<file path="src/rtl/heartbeat_gen.sv">
// Liveness supervisor on the watchdog side. Gathers per-subsystem alive strobes
// and emits a heartbeat when all of them check in within a window. On a watchdog
// force_reset it holds a timed system reset, then re-arms through a grace period.
module heartbeat_gen #(
  parameter int unsigned NUM_SRC       = 3,
  parameter int unsigned WINDOW_CYCLES = 1000,
  parameter int unsigned GRACE_CYCLES  = 64,
  parameter int unsigned HOLD_CYCLES   = 16,
  parameter int unsigned CNT_W         = 32
) (
  input  logic               clk,
  input  logic               rst,
  input  logic               arm,
  input  logic [NUM_SRC-1:0] src_alive,
  input  logic               wd_force_reset,
  output logic               heartbeat,
  output logic               wd_enable,
  output logic               sys_reset,
  output logic [1:0]         state,
  output logic [NUM_SRC-1:0] missed_src,
  output logic [7:0]         reset_count
);

  typedef enum logic [1:0] {
    StIdle    = 2'd0,
    StGrace   = 2'd1,
    StMonitor = 2'd2,
    StRecover = 2'd3
  } state_e;

  // Terminal counter values; the counter only ever compares on equality.
  localparam logic [CNT_W-1:0] GraceLast  = CNT_W'(GRACE_CYCLES - 1);
  localparam logic [CNT_W-1:0] WindowLast = CNT_W'(WINDOW_CYCLES - 1);
  localparam logic [CNT_W-1:0] HoldLast   = CNT_W'(HOLD_CYCLES - 1);

  state_e             state_q, state_d;
  logic [CNT_W-1:0]   cnt_q, cnt_d;
  logic [NUM_SRC-1:0] seen_q, seen_d;
  logic [NUM_SRC-1:0] missed_q, missed_d;
  logic [7:0]         rcnt_q, rcnt_d;
  logic               hb_q, hb_d;
  logic               en_q, en_d;
  logic               sys_q, sys_d;

  logic [NUM_SRC-1:0] next_seen;
  logic               complete;

  assign next_seen = seen_q | src_alive;
  // A completion landing on a heartbeat cycle is deferred by one cycle (the
  // set stays latched in seen_q) so heartbeat is never high twice in a row.
  assign complete  = (&next_seen) && !hb_q;

  // Next-state and registered-output computation.
  always_comb begin
    state_d  = state_q;
    cnt_d    = cnt_q;
    seen_d   = seen_q;
    missed_d = missed_q;
    rcnt_d   = rcnt_q;
    hb_d     = 1'b0;
    sys_d    = 1'b0;

    if (state_q != StIdle && !arm) begin
      state_d = StIdle;
      cnt_d   = '0;
      seen_d  = '0;
    end else if ((state_q == StGrace || state_q == StMonitor) && wd_force_reset) begin
      state_d = StRecover;
      cnt_d   = '0;
      seen_d  = '0;
      sys_d   = 1'b1;
      if (rcnt_q != 8'hFF) rcnt_d = rcnt_q + 8'd1;
    end else begin
      unique case (state_q)
        StIdle: begin
          if (arm) begin
            state_d = StGrace;
            cnt_d   = '0;
            hb_d    = 1'b1;
          end
        end
        StGrace: begin
          if (cnt_q == GraceLast) begin
            state_d = StMonitor;
            cnt_d   = '0;
            seen_d  = '0;
          end else begin
            cnt_d = cnt_q + 1'b1;
          end
        end
        StMonitor: begin
          if (complete) begin
            hb_d   = 1'b1;
            seen_d = '0;
            cnt_d  = '0;
          end else if (cnt_q == WindowLast) begin
            missed_d = ~next_seen;
            seen_d   = '0;
            cnt_d    = '0;
          end else begin
            seen_d = next_seen;
            cnt_d  = cnt_q + 1'b1;
          end
        end
        StRecover: begin
          if (cnt_q == HoldLast) begin
            state_d = StGrace;
            cnt_d   = '0;
            hb_d    = 1'b1;
          end else begin
            cnt_d = cnt_q + 1'b1;
            sys_d = 1'b1;
          end
        end
      endcase
    end
  end

  assign en_d = (state_d != StIdle);

  // State and output registers with synchronous reset.
  always_ff @(posedge clk) begin
    if (rst) begin
      state_q  <= StIdle;
      cnt_q    <= '0;
      seen_q   <= '0;
      missed_q <= '0;
      rcnt_q   <= '0;
      hb_q     <= 1'b0;
      en_q     <= 1'b0;
      sys_q    <= 1'b0;
    end else begin
      state_q  <= state_d;
      cnt_q    <= cnt_d;
      seen_q   <= seen_d;
      missed_q <= missed_d;
      rcnt_q   <= rcnt_d;
      hb_q     <= hb_d;
      en_q     <= en_d;
      sys_q    <= sys_d;
    end
  end

  assign heartbeat   = hb_q;
  assign wd_enable   = en_q;
  assign sys_reset   = sys_q;
  assign state       = state_q;
  assign missed_src  = missed_q;
  assign reset_count = rcnt_q;

endmodule

</file>
<file path="config.mk">
export PLATFORM = sky130hd
export DESIGN_NAME = heartbeat_gen
export DESIGN_NICKNAME = d
export VERILOG_FILES = /design/src/rtl/heartbeat_gen.sv
export SDC_FILE = /design/constraint.sdc
export NUM_CORES = 1
export LEC_CHECK = 0
export ABC_AREA = 1
export ABC_CLOCK_PERIOD_IN_PS = 2650
export CORE_MARGIN = 2
export CORE_UTILIZATION = 35
export DETAILED_ROUTE_END_ITERATION = 10
export SYNTH_ARGS = -nofsm -noshare
export SYNTH_HDL_FRONTEND = slang
export SYNTH_SLANG_ARGS = --single-unit
</file>
<file path="constraint.sdc">
create_clock -name clk -period 2.65 [get_ports clk]
set_input_delay 0.53 -clock clk [delete_from_list [all_inputs] [get_ports clk]]
set_output_delay 0.53 -clock clk [all_outputs]
set_load 0.01 [all_outputs]
</file>
======== Word level (Yosys, flattened, before mapping) ========
Cells that the tools add are included.
Widths: inputs -> output; s select.
storage, ports and cells
  flip-flop bits (word level) ............. 51
  latch bits .............................. 0
  bits in writable memories ............... 0
  memory bits (read-only) ................. 0
  input port bits ......................... 7
  output and inout port bits .............. 16
  logic and storage cells ................. 63
  memories kept ........................... 0
cells by class
  $add $sub $neg .......................... 2
  multipliers ............................. 0
  divide/modulo/power cells ............... 0
  $lt $le $gt $ge ......................... 0
  equality and inequality tests ........... 9
  shift-type cells ........................ 0
  multiplexer cells ....................... 23
  bitwise logic cells ..................... 5
  reduce and logical (&&, ||, !) cells .... 16
operators with widths
  operator               number
  $mux 32                5
  $pmux 32 s4            1
  $add 32x1->32 const B  1
  $eq 32x10->1 const B   1
  $eq 32x4->1 const B    1
  $eq 32x6->1 const B    1
  $mux 2                 5
  $mux 3                 3
  $add 8x1->8 const B    1
  $ne 8x8->1 const B     1
  $mux 1                 6
  $pmux 2 s3             1
  $pmux 3 s2             1
  $reduce_and 3->1       2
  $reduce_bool 2->1      3
  $reduce_and 5->1       1
  $eq 2x2->1 const B     2
  $logic_and 1x1->1      3
  $not 1->1              3
  $not 3->3              1
  $or 3x3->3             1
  $pmux 1 s3             1
  $reduce_or 3->1        1
  $eq 2x1->1 const B     1
  7 further kinds        8

======== Depth between registers and ports, before layout ========
Gate-level depths: netlist of run 1.
  depth after elaboration ................. 6
  depth in mapped cells ................... 12
  gate-level depth less buffers ........... 12

======== Least setup slack after synthesis of run 1 ========
Ideal clock, no wire load.
  kind .................................... flip-flop to flip-flop
  start ................................... register state_q[0], in the netlist state[0]
  end ..................................... register cnt_q[1]
  setup time .............................. 0.070 ns
  data arrival time ....................... 1.686 ns
  required time ........................... 2.580 ns
  slack ................................... 0.894 ns
  cell stages (with the launch flop) ...... 9
  buffers on the path ..................... 1
  clock period less this slack ............ 1.756 ns
  cell sequence ........................... dfxtp_1 inv_1 ha_1 nand2_1 nand2_1 nor2_1 clkinv_1 clkbuf_1 a21oi_1
between the ends
  cells in the longest elaborated chain, start to end .. 4
  elaborated cells between the ends (all ways) .. 11
  classes of those cells .................. eq/ne: 4; mux: 1; reduce/logical: 6
RTL lines
  item                                      RTL line  text
  start, declared                           36        state_e state_q, state_d;
  start signal, assigned                    124       state_q <= StIdle;
  start signal, assigned                    133       state_q <= state_d;
  $eq 2x1->1 or $eq 2x2->1 (tied branches)  67, 74
  $logic_or 1x1->1                          67        end else if ((state_q == StGrace || state_q == StMonitor) && wd_force_reset) begin
  $logic_and 1x1->1                         67
  $reduce_or 3->1 (no source line)          --
  end signal, assigned                      134       cnt_q <= cnt_d;
  end, declared                             37        logic [CNT_W-1:0] cnt_q, cnt_d;
Several ways; a longest one is shown, not always the timed one.
A chain may end at the register's enable or synchronous reset.

======== Worst setup path after layout of run 1 ========
  start ................................... register state_q[0], in the netlist state[0]
  end ..................................... register cnt_q[24]
Same word-level chain as after synthesis.

==> metrics.yaml, run 1 <==
timing:
  hold_viol: 0
  report.final.slew_viol_count: 0
  worst_slack_ns: 0.542
  min_period_over_period: 0.796
  fmax_mhz: 474
  worstMarginPinSlew_ns: 0.428
  fin_crit_ns: 2.11
  relSlewSlack: 0.714
  setup_viol: 0
  rsz0062_at_grt: "false"
  finalSetupTns_ns: 0
  skew_ns: 0.00664
global_routing:
  grt_util_all_layers: 0.161
  grt_max_degree: 33
  grt-ovfl-total: 0
  antenna_found_initial: 0
  first_global_vias: 2950
  grt_pass1_wl_um: 13700
clocking:
  post_cts_buffers: 0
  htreeDepth: 2
  cts_tree: "yes"
  postCtsHoldBufs: 0
  cts.sink_count: 51
  cts_buffer_depth: 2
  cts_resized: 0
  root_buffer: "clkbuf_8"
  clk_pin_slew_ns: 0.10
  clk_latency_ns: 0.31
  numCtsBuffers: 5
status:
  status: "completed"
worst_setup_path:
  worst_setup_path_start_kind: "flip-flop"
  path_max_fanout: 31
  crit_arrival_ns: 2.36
  cp.required_ns: 2.90
  endpoint_kind: "flip-flop"
  worstSetupPathType: "reg -> reg"
detailed_routing:
  drtIter0Drc: 154
  wl_um: 8260
  drc: 0
  vias_per_cell: 4.68
  detail_route.wl_per_cell_um: 11.7
  drt_first_pass_iters: 4
  vias: 3292
  ant_nets: 0
synth:
  ys_seq_elements: 51
  synth_compound_area_frac: 0.0973
  synthCells: 548
  avgSynthCellArea_um2: 6.24
  synth_top_family_by_area: "simple AND/OR/NAND/NOR gates"
  synth_cell_types: 32
  synthArstFlopShare: 0
  synth-adder-area-share: 0.0293
  netlist_area_um2: 3420
  netlist_top_cells_count: "nand2_1 (163), nor2_1 (81), inv_1 (66)"
  yosysMostFrequentCell: "nand2_1"
  yosys-top-cells-area: "dfxtp_1 (30%), nand2_1 (18%), nor2_1 (8.9%)"
  yosys.area.top_type: "dfxtp_1"
  synth_xor_xnor_area_share: 0.0461
  yosysTopAreaCellShare: 0.299
  synthFlopType: "dfxtp_1"
  yosys.area_share.simple: 0.428
  yosysWarnings: 0
  synthMuxAreaShare: 0
  synth-edff-count: 0
  yosysSeqAreaShare: 0.299
  syn_nets: 563
placed_design:
  dp.cells: 695
  numPortBuffers: 22
  hpwl_um: 6180
  pre_cts_ws_ns: 0.250
  placed_cell_area_um2: 3760
  globalplace.congestion: 0.861
die:
  coreArea_um2: 9640
  die_x_um: 103
  rows: 36
  ioPinCount: 23
  die_area_um2: 10600
  chipHeight_um: 103
  start_util: 0.355
cells_and_area:
  fin_area_um2: 3850
  stdcell_count: 703
  nFillCells: 1052
  drive_gt1_frac: 0.0860
  synthToLayoutAreaGrowth_pct: 12.6
  n_antenna_cell: 0
  finalNetCount: 584
power:
  power_uw: 2120
  ir_drop_mv: 0.397
  powerDensity_nw_per_um2: 551
  p_leak_uw: 0.00149
hold_path:
  hp-class: "reg -> reg"
flow_run:
  drv_cap: 0
per-stage QoR:
step	hold slack, ns	utilization
after floorplan	0.462	-
final	0.500	0.399
after global routing	0.538	0.399
after CTS	0.500	0.399
after detailed placement	0.485	0.390
after global placement	0.476	0.390
area by class of cell:
cell class	count	area (µm²)	share of cell area
Clock buffer	5	68.8	0.0179
Clock inverter	3	20.0	0.00520
Inverter	68	255	0.0663
Multi-Input combinational cell	416	2060	0.535
Sequential cell	51	1020	0.265
Tap cell	133	166	0.0432
Timing Repair Buffer	27	258	0.0669
worst max-delay path: stages, from the launching register on:
cell,delay (ns)
dfxtp_1,0.45
inv_1,0.13
ha_1,0.31
nand2_1,0.12
nand2_1,0.12
nor2_1,0.25
clkinv_1,0.19
buf_4,0.28
a21oi_1,0.17
placed cells by master (no fill, tap or decap), types with 3 or more instances in the layout:
cell	n
xnor2_1	5
buf_4	5
a21oi_1	40
clkdlybuf4s50_1	22
nand3_2	14
nor2_1	79
nand4_1	6
xor2_1	13
nand2_1	163
nor3_1	3
inv_1	66
nand3_1	41
nand2_2	5
clkbuf_8	5
ha_1	8
o21ai_2	3
o21ai_0	17
nor2_2	8
dfxtp_1	51
where the power goes:
group / internal (µW) / leakage, µW / switching, µW
registers: 814 / 0.000412 / 41.2
clock network: 185 / 0.0000402 / 283
logic: 238 / 0.00104 / 562
total: 1240 / 0.00149 / 886
path summary, 6_finish.rpt:
kind                       from       endpoint  slack (ns)  depth (start not counted)
setup / recovery       state[0]      cnt_q[24]        0.54                          8
setup reg to reg       state[0]      cnt_q[24]        0.54                          8
hold reg to reg   missed_src[0]  missed_src[0]        0.50                          2
hold / removal    missed_src[0]  missed_src[0]        0.50                          2
per-layer routing:
metal / wire (µm) / track usage / vias up
li1: - / - / 1750
met1: 4300 / 0.224 / 1501
met2: 3700 / 0.264 / 35
met3: 188 / 0.0231 / 6
met4: 72 / 0.0385 / 0
met5: 0 / 0 / -
flip-flops by register name, summed over array words and instances (netlist names):
signal / flops
missed_src: 3
wd_enable: 1
seen_q: 3
heartbeat: 1
cnt_q: 32
reset_count: 8
sys_reset: 1
state: 2
logic make-up after synthesis:
kind of cell,after synthesis
flip-flops,51
AND/OR/NAND/NOR,327
adder cells (fa/ha/maj),8
XOR/XNOR,18
AO/OA/AOI/OAI,63
buffers and inverters,81
No activity file was read; power rests on OpenSTA's default activity.
==> inputs of run 2 (changes only) <==
Settings changed: ABC_CLOCK_PERIOD_IN_PS 2650 to 2100.
Clock period 2.65 ns to 2.1 ns, I/O delays scaled along.
==> run 2 against run 1 <==
  * Cell count increased by 1.3%
  * Clock power rose by 32%
  * Sequential share of layout area down 0.80 points
  * Global-route usage grew 0.41 points
  * Via count is 2.0% higher
  * Combinational power grew 52%
  * Sequential power rose by 24%
  * Worst setup slack worse by 0.33 ns
  * Cell area rose by 3.1%
  * Power rose by 37%
==> metrics.yaml, run 2 (synthesis gave the netlist of run 1 again) <==
status:
  status: "completed"  # unchanged
detailed_routing:
  vias_per_cell: 4.71  # was 4.68
  drtIter0Drc: 144  # was 154
  wl_um: 8370  # was 8260 µm
  detail_route.wl_per_cell_um: 11.8  # was 11.7 µm
  vias: 3357  # was 3292
  ant_nets: 0  # unchanged
  drt_first_pass_iters: 4  # unchanged
  drc: 0  # unchanged
timing:
  skew_ns: 0.00813  # was 0.00664 ns
  fmax_mhz: 529  # was 474 MHz
  worstMarginPinSlew_ns: 0.380  # was 0.428 ns
  fin_crit_ns: 1.89  # was 2.11 ns
  report.final.slew_viol_count: 0  # unchanged
  setup_viol: 0  # unchanged
  rsz0062_at_grt: "false"  # unchanged
  relSlewSlack: 0.745  # was 0.714
  finalSetupTns_ns: 0  # unchanged
  min_period_over_period: 0.900  # was 0.796
  hold_viol: 0  # unchanged
worst_setup_path:
  worstSetupPathType: "reg -> reg"  # unchanged
  crit_path_max_incr_delay_ns: 0.41  # was 0.45 ns
  cp.required_ns: 2.31  # was 2.90 ns
  crit_arrival_ns: 2.10  # was 2.36 ns
  endpoint_kind: "flip-flop"  # unchanged
  worst_setup_path_start_kind: "flip-flop"  # unchanged
  worst-path-buf-inv: 1  # was 3
  path_cells: "ha_1 > nand3_2 > nor2_2 > nand2_1 > o21ai_2 > nand3_4 > buf_12 > nand3_1 > a21oi_1"  # was inv_1 > ha_1 > nand2_1 > nand2_1 > nor2_1 > clkinv_1 > buf_4 > a21oi_1
  cpMaxStageDelayCell: "dfxtp_1"  # unchanged
  crit_family: "simple AND/OR/NAND/NOR gates"  # was buffers and inverters
  path_max_fanout: 32  # was 31
die:
  coreArea_um2: 9640  # unchanged
  rows: 36  # unchanged
  start_util: 0.355  # unchanged
  die_x_um: 103  # unchanged
  die_area_um2: 10600  # unchanged
  ioPinCount: 23  # unchanged
  chipHeight_um: 103  # unchanged
clocking:
  clk_pin_slew_ns: 0.10  # about the same
  post_cts_buffers: 0  # unchanged
  postCtsHoldBufs: 0  # unchanged
  clk_latency_ns: 0.32  # was 0.31 ns
  cts_buffer_depth: 2  # unchanged
  numCtsBuffers: 5  # unchanged
  cts.sink_count: 51  # unchanged
  htreeDepth: 2  # unchanged
  cts_tree: "yes"  # unchanged
  cts_resized: 0  # unchanged
  root_buffer: "clkbuf_8"  # unchanged
cells_and_area:
  finalNetCount: 593  # was 584
  multiInputGateArea_um2: 2060  # unchanged
  synthToLayoutAreaGrowth_pct: 16.1  # was 12.6%
  final_common_cell: "nand2_1"  # unchanged
  n_antenna_cell: 0  # unchanged
  largest_reg_flops: 32  # unchanged
  drive_gt1_frac: 0.100  # was 0.0860
  final_cell_mix: "nand2_1 (163), nor2_1 (79), inv_1 (66), dfxtp_1 (51), nand3_1 (41)"  # unchanged
  fin_util: 0.412  # was 0.399
  nFillCells: 1070  # was 1052
  regMostFlops: "cnt_q"  # unchanged
  regArea_um2: 1020  # unchanged
power:
  power_uw: 2900  # was 2120 µW
  p_leak_uw: 0.00156  # was 0.00149 µW
  powerDensity_nw_per_um2: 731  # was 551 nW/µm²
  ir_drop_mv: 0.529  # was 0.397 mV
hold_path:
  hp-class: "reg -> reg"  # unchanged
placed_design:
  numPortBuffers: 22  # unchanged
  hpwl_um: 6280  # was 6180 µm
  globalplace.congestion: 0.853  # was 0.861
global_routing:
  first_global_vias: 3020  # was 2950
  antenna_found_initial: 0  # unchanged
  grt_util_all_layers: 0.165  # was 0.161
  grt_max_degree: 35  # was 33
  grt_pass1_wl_um: 14000  # was 13700 µm
  grt-ovfl-total: 0  # unchanged
flow_run:
  drv_cap: 0  # unchanged
==> run 2: final timing paths <==
path	cells after the start	slack, ns	end	startpoint
worst max-delay path	9	0.21	cnt_q[15]	cnt_q[0]
worst min-delay path	2	0.49	cnt_q[1]	cnt_q[1]
worst max register to register	9	0.21	cnt_q[15]	cnt_q[0]
worst min register to register	2	0.49	cnt_q[1]	cnt_q[1]
==> run 2: per-stage QoR <==
stage	instance area [µm²]	setup slack (ns)	hold slack, ns	cells
2_1_floorplan	3420	0.344	0.462	548
3_3_place_gp	3880	0.0832	0.477	704
3_5_place_dp	3880	0.0125	0.479	704
4_1_cts	3970	0.196	0.496	712
5_1_grt	3970	0.0393	0.536	712
6_report	3970	0.211	0.495	712
==> run 2: report_power, final <==
part           switching [µW]  internal (µW)
logic                     772            448
registers                36.0           1030
clock network             375            242
==> run 2: final cells by class <==
cell class                      count  share of cell area
Clock buffer                        5              0.0173
Sequential cell                    51               0.257
Multi-Input combinational cell    416               0.519
Clock inverter                      3             0.00567
Inverter                           68              0.0643
Timing Repair Buffer               36              0.0945
Tap cell                          133              0.0419
==> run 2: metal layers <==
| metal | vias up | part of all wire | track usage |
|---|---|---|---|
| li1 | 1782 | - | - |
| met1 | 1530 | 0.50 | 0.231 |
| met2 | 40 | 0.46 | 0.271 |
| met3 | 5 | 0.023 | 0.0224 |
| met4 | 0 | 0.0091 | 0.0395 |
| met5 | - | 0 | 0 |
==> run 2: tightest hold or removal path: stages (launching register included) <==
cell and delay [ns]:
dfxtp_1 0.34, nand2_1 0.06, a21oi_1 0.05
